**src/rtl/rtc_calendar.sv**
```systemverilog
// rtc_calendar: BCD calendar stage downstream of the RTC time-of-day counter.
// Advances year/month/day and weekday on each day-rollover pulse, applies month
// lengths and leap-year rules, and validates software date loads.
//
// Configuration macro: RTC_CALENDAR_CENTURY_RULE_EN
//   defined   -> full Gregorian leap rule (2000 leap, 2100 not leap)
//   undefined -> leap iff low two year digits divisible by 4
//
// Ports:
//   clk_i          system clock
//   rstn_i         synchronous active-low reset
//   new_day_i      one-cycle day-rollover pulse
//   date_update_i  one-cycle load strobe
//   date_i         BCD date to load {YYYY, MM, DD}
//   wday_i         weekday loaded with date_i (0 = Sunday .. 6 = Saturday)
//   date_o         current BCD date {YYYY, MM, DD}
//   wday_o         current weekday
//   load_err_o     one-cycle pulse on a rejected load
//   year_wrap_o    one-cycle pulse on 9999-12-31 -> 0000-01-01
module rtc_calendar #(
    parameter logic [31:0] RST_DATE = 32'h2000_0101,
    parameter logic [2:0]  RST_WDAY = 3'd6
) (
    input  logic        clk_i,
    input  logic        rstn_i,
    input  logic        new_day_i,
    input  logic        date_update_i,
    input  logic [31:0] date_i,
    input  logic [2:0]  wday_i,
    output logic [31:0] date_o,
    output logic [2:0]  wday_o,
    output logic        load_err_o,
    output logic        year_wrap_o
);

    localparam int unsigned NIBBLES  = 8;
    localparam logic [2:0]  WDAY_MAX = 3'd6;

    // Divisibility by 4 of a two-digit BCD number, done on the digits directly.
    function automatic logic div4_bcd(input logic [7:0] v);
        if (v[4]) begin
            return (v[3:0] == 4'd2) || (v[3:0] == 4'd6);
        end
        return (v[3:0] == 4'd0) || (v[3:0] == 4'd4) || (v[3:0] == 4'd8);
    endfunction

    // Month length as a BCD day count.
    function automatic logic [7:0] days_in_month(input logic [7:0] month, input logic leap);
        case (month)
            8'h04, 8'h06, 8'h09, 8'h11: return 8'h30;
            8'h02:                      return leap ? 8'h29 : 8'h28;
            default:                    return 8'h31;
        endcase
    endfunction

    // Two-digit BCD increment; 99 wraps to 00 so it can chain into a carry.
    function automatic logic [7:0] bcd_inc8(input logic [7:0] v);
        if (v == 8'h99) begin
            return 8'h00;
        end
        if (v[3:0] == 4'd9) begin
            return {4'(v[7:4] + 4'd1), 4'h0};
        end
        return {v[7:4], 4'(v[3:0] + 4'd1)};
    endfunction

    function automatic logic nibbles_ok(input logic [31:0] v);
        logic ok;
        ok = 1'b1;
        for (int i = 0; i < int'(NIBBLES); i++) begin
            if (v[4*i +: 4] > 4'd9) begin
                ok = 1'b0;
            end
        end
        return ok;
    endfunction

    logic [15:0] year_q;
    logic [7:0]  month_q;
    logic [7:0]  day_q;
    logic [2:0]  wday_q;
    logic        load_err_q;
    logic        year_wrap_q;

    logic [15:0] year_d;
    logic [7:0]  month_d;
    logic [7:0]  day_d;
    logic [2:0]  wday_d;
    logic        load_err_d;
    logic        year_wrap_d;

    logic        cur_leap;
    logic        ld_leap;
    logic [7:0]  cur_dim;
    logic [7:0]  ld_dim;
    logic        ld_valid;
    logic [15:0] year_inc;

    // Leap flags for the current year and for the year being loaded.
`ifdef RTC_CALENDAR_CENTURY_RULE_EN
    assign cur_leap = (year_q[7:0] == 8'h00) ? div4_bcd(year_q[15:8]) : div4_bcd(year_q[7:0]);
    assign ld_leap  = (date_i[23:16] == 8'h00) ? div4_bcd(date_i[31:24]) : div4_bcd(date_i[23:16]);
`else
    assign cur_leap = div4_bcd(year_q[7:0]);
    assign ld_leap  = div4_bcd(date_i[23:16]);
`endif

    assign cur_dim = days_in_month(month_q, cur_leap);
    assign ld_dim  = days_in_month(date_i[15:8], ld_leap);

    // Once every nibble is a decimal digit, packed BCD compares like binary.
    assign ld_valid = nibbles_ok(date_i)
                   && (date_i[15:8] >= 8'h01) && (date_i[15:8] <= 8'h12)
                   && (date_i[7:0]  >= 8'h01) && (date_i[7:0]  <= ld_dim)
                   && (wday_i <= WDAY_MAX);

    // Four-digit BCD year increment with carry from the low pair to the high pair.
    assign year_inc = {(year_q[7:0] == 8'h99) ? bcd_inc8(year_q[15:8]) : year_q[15:8],
                       bcd_inc8(year_q[7:0])};

    // Next-state: a load wins over a day increment in the same cycle.
    always_comb begin
        year_d      = year_q;
        month_d     = month_q;
        day_d       = day_q;
        wday_d      = wday_q;
        load_err_d  = 1'b0;
        year_wrap_d = 1'b0;
        if (date_update_i) begin
            if (ld_valid) begin
                year_d  = date_i[31:16];
                month_d = date_i[15:8];
                day_d   = date_i[7:0];
                wday_d  = wday_i;
            end else begin
                load_err_d = 1'b1;
            end
        end else if (new_day_i) begin
            wday_d = (wday_q >= WDAY_MAX) ? 3'd0 : 3'(wday_q + 3'd1);
            if (day_q < cur_dim) begin
                day_d = bcd_inc8(day_q);
            end else begin
                day_d = 8'h01;
                if (month_q == 8'h12) begin
                    month_d     = 8'h01;
                    year_d      = year_inc;
                    year_wrap_d = (year_q == 16'h9999);
                end else begin
                    month_d = bcd_inc8(month_q);
                end
            end
        end
    end

    // State and output registers; reset discards any pending pulse.
    always_ff @(posedge clk_i) begin
        if (!rstn_i) begin
            year_q      <= RST_DATE[31:16];
            month_q     <= RST_DATE[15:8];
            day_q       <= RST_DATE[7:0];
            wday_q      <= RST_WDAY;
            load_err_q  <= 1'b0;
            year_wrap_q <= 1'b0;
        end else begin
            year_q      <= year_d;
            month_q     <= month_d;
            day_q       <= day_d;
            wday_q      <= wday_d;
            load_err_q  <= load_err_d;
            year_wrap_q <= year_wrap_d;
        end
    end

    assign date_o      = {year_q, month_q, day_q};
    assign wday_o      = wday_q;
    assign load_err_o  = load_err_q;
    assign year_wrap_o = year_wrap_q;

endmodule

```
**config.mk**
```make
export PLATFORM = sky130hd
export DESIGN_NAME = rtc_calendar
export DESIGN_NICKNAME = d
export VERILOG_FILES = /design/src/rtl/rtc_calendar.sv
export SDC_FILE = /design/constraint.sdc
export NUM_CORES = 1
export LEC_CHECK = 0
export CORE_MARGIN = 5
export CORE_UTILIZATION = 40
export DETAILED_ROUTE_END_ITERATION = 6
export DONT_BUFFER_PORTS = 1
export HOLD_SLACK_MARGIN = 0.02
export SLEW_MARGIN = 0
export SYNTH_ARGS = -nofsm -noshare
export SYNTH_HDL_FRONTEND = slang
export SYNTH_SLANG_ARGS = --single-unit
```
**constraint.sdc**
```tcl
create_clock -name clk_i -period 7.8 [get_ports clk_i]
set_clock_uncertainty 0.1 [all_clocks]
set_input_delay 0.39 -clock clk_i [delete_from_list [all_inputs] [get_ports clk_i]]
set_output_delay 0.39 -clock clk_i [all_outputs]
set_load 0.01 [all_outputs]
```
Yosys cells after proc, flatten, opt, wreduce, memory -nomap -nowiden
Cells that the tools add are included.
Word-level totals
  logic and storage cells: 180
  flip-flop bits (word level): 37
  input bits: 39
  output and inout bits: 37
Cells by class
  bitwise gates (word level): 3
  reduce and logical (&&, ||, !) cells: 31
  add/sub/neg operators: 9
  equality and inequality tests: 31
  muxes and demuxes: 80
  order comparisons: 15
Operator list (count)
  8-bit two-way mux: 26
  16-bit two-way mux: 5
  1-bit two-way mux: 43
  4-bit by 1-bit adder with 4-bit output, second input constant: 8
  8-bit by 3-bit == test with 1-bit output, second input constant: 4
  8-bit == test, second input constant: 4
  4-bit greater-than comparator, second input constant: 8
  4-bit == test, second input constant: 6
  8-bit by 5-bit == test with 1-bit output, second input constant: 3
  5-bit one-hot mux with 2 select lines: 2
  16-bit == test, second input constant: 1
  4-bit by 3-bit == test with 1-bit output, second input constant: 4
  8-bit by 2-bit == test with 1-bit output, second input constant: 2
  8-bit by 4-bit == test with 1-bit output, second input constant: 2
  8-bit by 1-bit greater-or-equal comparator with 1-bit output, second input constant: 2
  3-bit two-way mux: 4
  5-bit AND reduction: 2
  4-bit by 2-bit == test with 1-bit output, second input constant: 2
  8-bit by 5-bit <= comparator with 1-bit output, second input constant: 1
  8-bit <= comparator: 1
  4-bit logical NOT: 2
  8-bit < comparator: 1
  4-bit AND reduction: 2
  4-bit OR reduction: 2
  other kinds (16): 32

Logic depth before layout (Yosys ltp)
  word-level depth: 21
  depth in mapped cells: 13

Worst setup path after synthesis
No wires, ideal clock.
  kind: input to register
  start point: input date_i[13]
  end point: register wday_q[1] (netlist: wday_o[1])
  setup time: 0.136 ns
  data arrival time: 2.541 ns
  path slack: 5.023 ns
  path buffers: 1
  stages on the path: 12
  cells stage by stage: nor3_1 nand4b_1 nor2_1 a21oi_1 ha_1 nand4_1 a31oi_1 nand4_1 and2_1 clkbuf_1 a221oi_1 o21ai_0
Between the ends
  cells in the longest elaborated chain, start to end: 13
  elaborated cells between the ends (all ways): 23
RTL lines
  start: declaration: line 28  | input logic [31:0] date_i,
  branches (longest 9 deep; another with 8-bit <= comparator)
  1-bit logical AND (*): line 114  | && (date_i[7:0] >= 8'h01) && (date_i[7:0] <= ld_dim)
  1-bit logical AND (*): line 115  | && (wday_i <= WDAY_MAX);
  2-bit by 1-bit != test with 1-bit output (no line) (*)
  2-bit AND reduction (no line) (*)
  end signal: assignment: line 168  | wday_q <= wday_d;
  end: declaration: line 81  | logic [2:0] wday_q;
Mark *: on every way between the ends.
A chain may end at the register's enable or synchronous reset.

Final worst setup path
  start point: register month_q[1]
  end point: register year_q[13]
Between the ends
  cells in the longest elaborated chain, start to end: 6
  elaborated cells between the ends (all ways): 12
RTL lines
  start: declaration: line 79  | logic [7:0] month_q;
  start signal: assignment: line 159  | month_q <= RST_DATE[15:8];
  start signal: assignment: line 166  | month_q <= month_d;
  8-bit by 3-bit == test with 1-bit output (tied with other cells): line 49  | case (month)
  4-bit OR reduction: line 49
  5-bit one-hot mux with 2 select lines: line 49
  8-bit < comparator: line 140  | if (day_q < cur_dim) begin
  2-bit != test (no line)
  6-bit AND reduction (no line) (*)
  end signal: assignment: line 158  | year_q <= RST_DATE[31:16];
  end signal: assignment: line 165  | year_q <= year_d;
  end: declaration: line 78  | logic [15:0] year_q;
Mark *: on every way between the ends. The rest lies on a longest branch, timed or not.

==> flow_summary.toml <==
[run_status]
outcome = "finished, final reports clean"

[critical_path]
end_kind = "flip-flop"
arrival_ns = 3.54
cp-start-kind = "flip-flop"
reg2reg_depth = 11
critPathMaxFanout = 11
required_ns = 7.89
worstSetupPathType = "flip-flop to flip-flop"

[place]
dp_slack_ns = 4.162
gp_congestion = 0.7983
hpwl_mm = 5.807
portBuffers = 0
dp_cells = 447

[routing]
drt-total-wl_mm = 7.744
wl_per_cell_um = 17.06
drc = 0
firstDrtPassIters = 4
vias_per_cell = 5.863
initialDrtViolationCount = 124
ant_nets = 0
vias = 2662

[power_and_ir_drop]
irDropWorstVdd_mv = 0.05978
p_per_area_nw_per_um2 = 125.1
leakage_nw = 1.197

[clock_tree]
numCtsBuffers = 5
cts_buffer_depth = 2
clock_sinks = 37
cts_root_buf = "clkbuf_8"
cts_tree = "done"
cts-resized-gates = 0
path_clk_slew_ns = 0.08
postCtsSetupBuffers = 0
clock_latency_ns = 0.29
htree_levels = 2
hold_buffers = 0

[min_path]
hold_depth = 1
min_path_type = "primary input to flip-flop"

[timing]
hold_viol_final = 0
postLayoutSetupSlackWorst_ns = 4.349
worst_slew_pin_slew_ns = 0.7084
period_share_pct = 44.24
drv_slew = 0
setup_viol = 0
fin_crit_ns = 3.451
relSlewSlack_pct = 52.61
timing.setup.tns_ns = 0
rsz0062_at_grt = "no"
fmax_mhz = 289.8

[layout]
instances_no_fill = 454
seqCellArea_sq_um = 740.7
nNetsFinal = 415
fillers = 718
area_growth_syn_to_layout_pct = 4.448
final_core_util_pct = 43.21
multi_input_area_sq_um = 1938
final_common_cell = "nand2_1"
layout-drive-gt1-share_pct = 5.307
most-common-layout-cells = "43 x nand2_1, 37 x o21ai_0, 37 x dfxtp_1"
diodes = 0

[grt]
grt_usage_pct = 17.65
grt_max_degree = 63
globalRouteOverflowTotal = 0
grt_pass1_vias = 2592
grt_pass1_wl_mm = 12.63
antenna_found_initial = 0

[synthesis]
synth-seq-cells = 37
async_flop_share_pct = 0
syn_avg_cell_area_sq_um = 7.721
synthDistinctLibCells = 60
synth_warnings = 0
synth_cells = 368
synth_ff_type = "dfxtp_1"
ys_seq_area_share_pct = 26.07
syn_area_sq_um = 2841
synth-edff-count = 0
synth_fp_nets = 425

[floorplan]
num_io_pins = 76
die_x_um = 94.29
dieArea_sq_um = 8890
start_util_pct = 41.37
coreArea_sq_um = 6869
die_h_um = 94.29
row_count = 30

[flow_run]
drv_cap = 0
[worst max-delay path, stage by stage (launching register included)]
cell and delay, ns:
dfxtp_1 0.54, nor4b_2 0.34, and3_2 0.28, inv_1 0.05, ha_1 0.27, nand3_1 0.09
nor2_1 0.16, a32o_2 0.24, o21ai_4 0.09, o41ai_4 0.67, o21ai_2 0.19, mux2_4 0.33
[per-stage QoR]
step / cell area [sq um] / hold WS, ns / total power (W)
6_report: 2968 / 0.08333 / 0.0003712
5_1_grt: 2968 / 0.06482 / 0.0003895
4_1_cts: 2968 / 0.06669 / 0.0003775
3_5_place_dp: 2878 / 0.3716 / 0.0002366
3_3_place_gp: 2878 / 0.3730 / 0.0002358
2_1_floorplan: 2841 / 0.3788 / 0.0002362
[final cells by class]
class,count,area share [%]
inverters,21,2.656
flip-flops and latches,37,24.96
well taps,96,4.047
clock inverters,1,0.2530
multi-input cells,293,65.30
clock buffers,6,2.782
[where the power goes]
group / internal [W] / switching [W]
registers: 0.000192 / 0.00000691
logic: 0.0000162 / 0.0000166
clock network: 0.0000699 / 0.0000697
total: 0.000278 / 0.0000932
[cell families after synthesis]
logic type | share of synthesized area [%]
simple gates | 26.02
compound gates | 28.98
xor+xnor | 1.233
fa+ha+maj | 7.926
buf+inv | 5.724
mux | 4.051
flops | 26.07
[metal layers]
metal	up-vias	GRT usage, %	wire length (um)
met2	82	28.19	3544
met5	-	0	0
li1	1324	-	-
met4	0	4.212	55
met3	4	6.170	769
met1	1252	22.70	3375
[final timing paths]
kind,from,to,slack [ns]
worst max-delay path,month_q[1]$_SDFFE_PN0P_,year_q[13]$_SDFFE_PN1P_,4.35
worst min-delay path,rstn_i,wday_o[2]$_SDFFE_PN1P_,0.08
worst max register to register,month_q[1]$_SDFFE_PN0P_,year_q[13]$_SDFFE_PN1P_,4.35
worst min register to register,day_q[7]$_SDFFE_PN0P_,day_q[7]$_SDFFE_PN0P_,0.43
[sequential cells by signal, summed over array words and instances (netlist names)]
register and flops:
month_q 8, year_wrap_o 1, load_err_o 1, year_q 16
wday_o 3, day_q 8
[Yosys cell counts (2+ instances only)]
library cell | count | area (sq um)
a211o_1 | 4 | 35.03
a211oi_1 | 3 | 22.52
a21boi_0 | 4 | 30.03
a21oi_1 | 16 | 80.08
a221oi_1 | 4 | 35.03
a22o_1 | 3 | 26.28
a22oi_1 | 5 | 37.54
a31o_1 | 3 | 26.28
a31o_2 | 2 | 17.52
a32o_1 | 5 | 50.05
and2_1 | 5 | 31.28
and3_1 | 5 | 31.28
and3b_1 | 2 | 17.52
buf_6 | 2 | 22.52
clkbuf_1 | 13 | 48.80
dfxtp_1 | 37 | 740.7
ha_1 | 18 | 225.2
inv_1 | 21 | 78.83
mux2i_1 | 10 | 100.1
nand2_1 | 43 | 161.4
nand2b_1 | 3 | 18.77
nand3_1 | 13 | 65.06
nand3b_1 | 3 | 22.52
nand4_1 | 4 | 25.02
nor2_1 | 28 | 105.1
nor2b_1 | 10 | 62.56
nor3_1 | 8 | 40.04
nor3b_1 | 6 | 45.04
nor4_1 | 3 | 18.77
nor4b_1 | 2 | 17.52
o211a_1 | 6 | 60.06
o211ai_1 | 5 | 37.54
o21a_1 | 3 | 22.52
o21ai_0 | 37 | 185.2
o31ai_1 | 3 | 22.52
or3_1 | 3 | 18.77
xor2_1 | 3 | 26.28
Power figures use the tool's default switching activity.
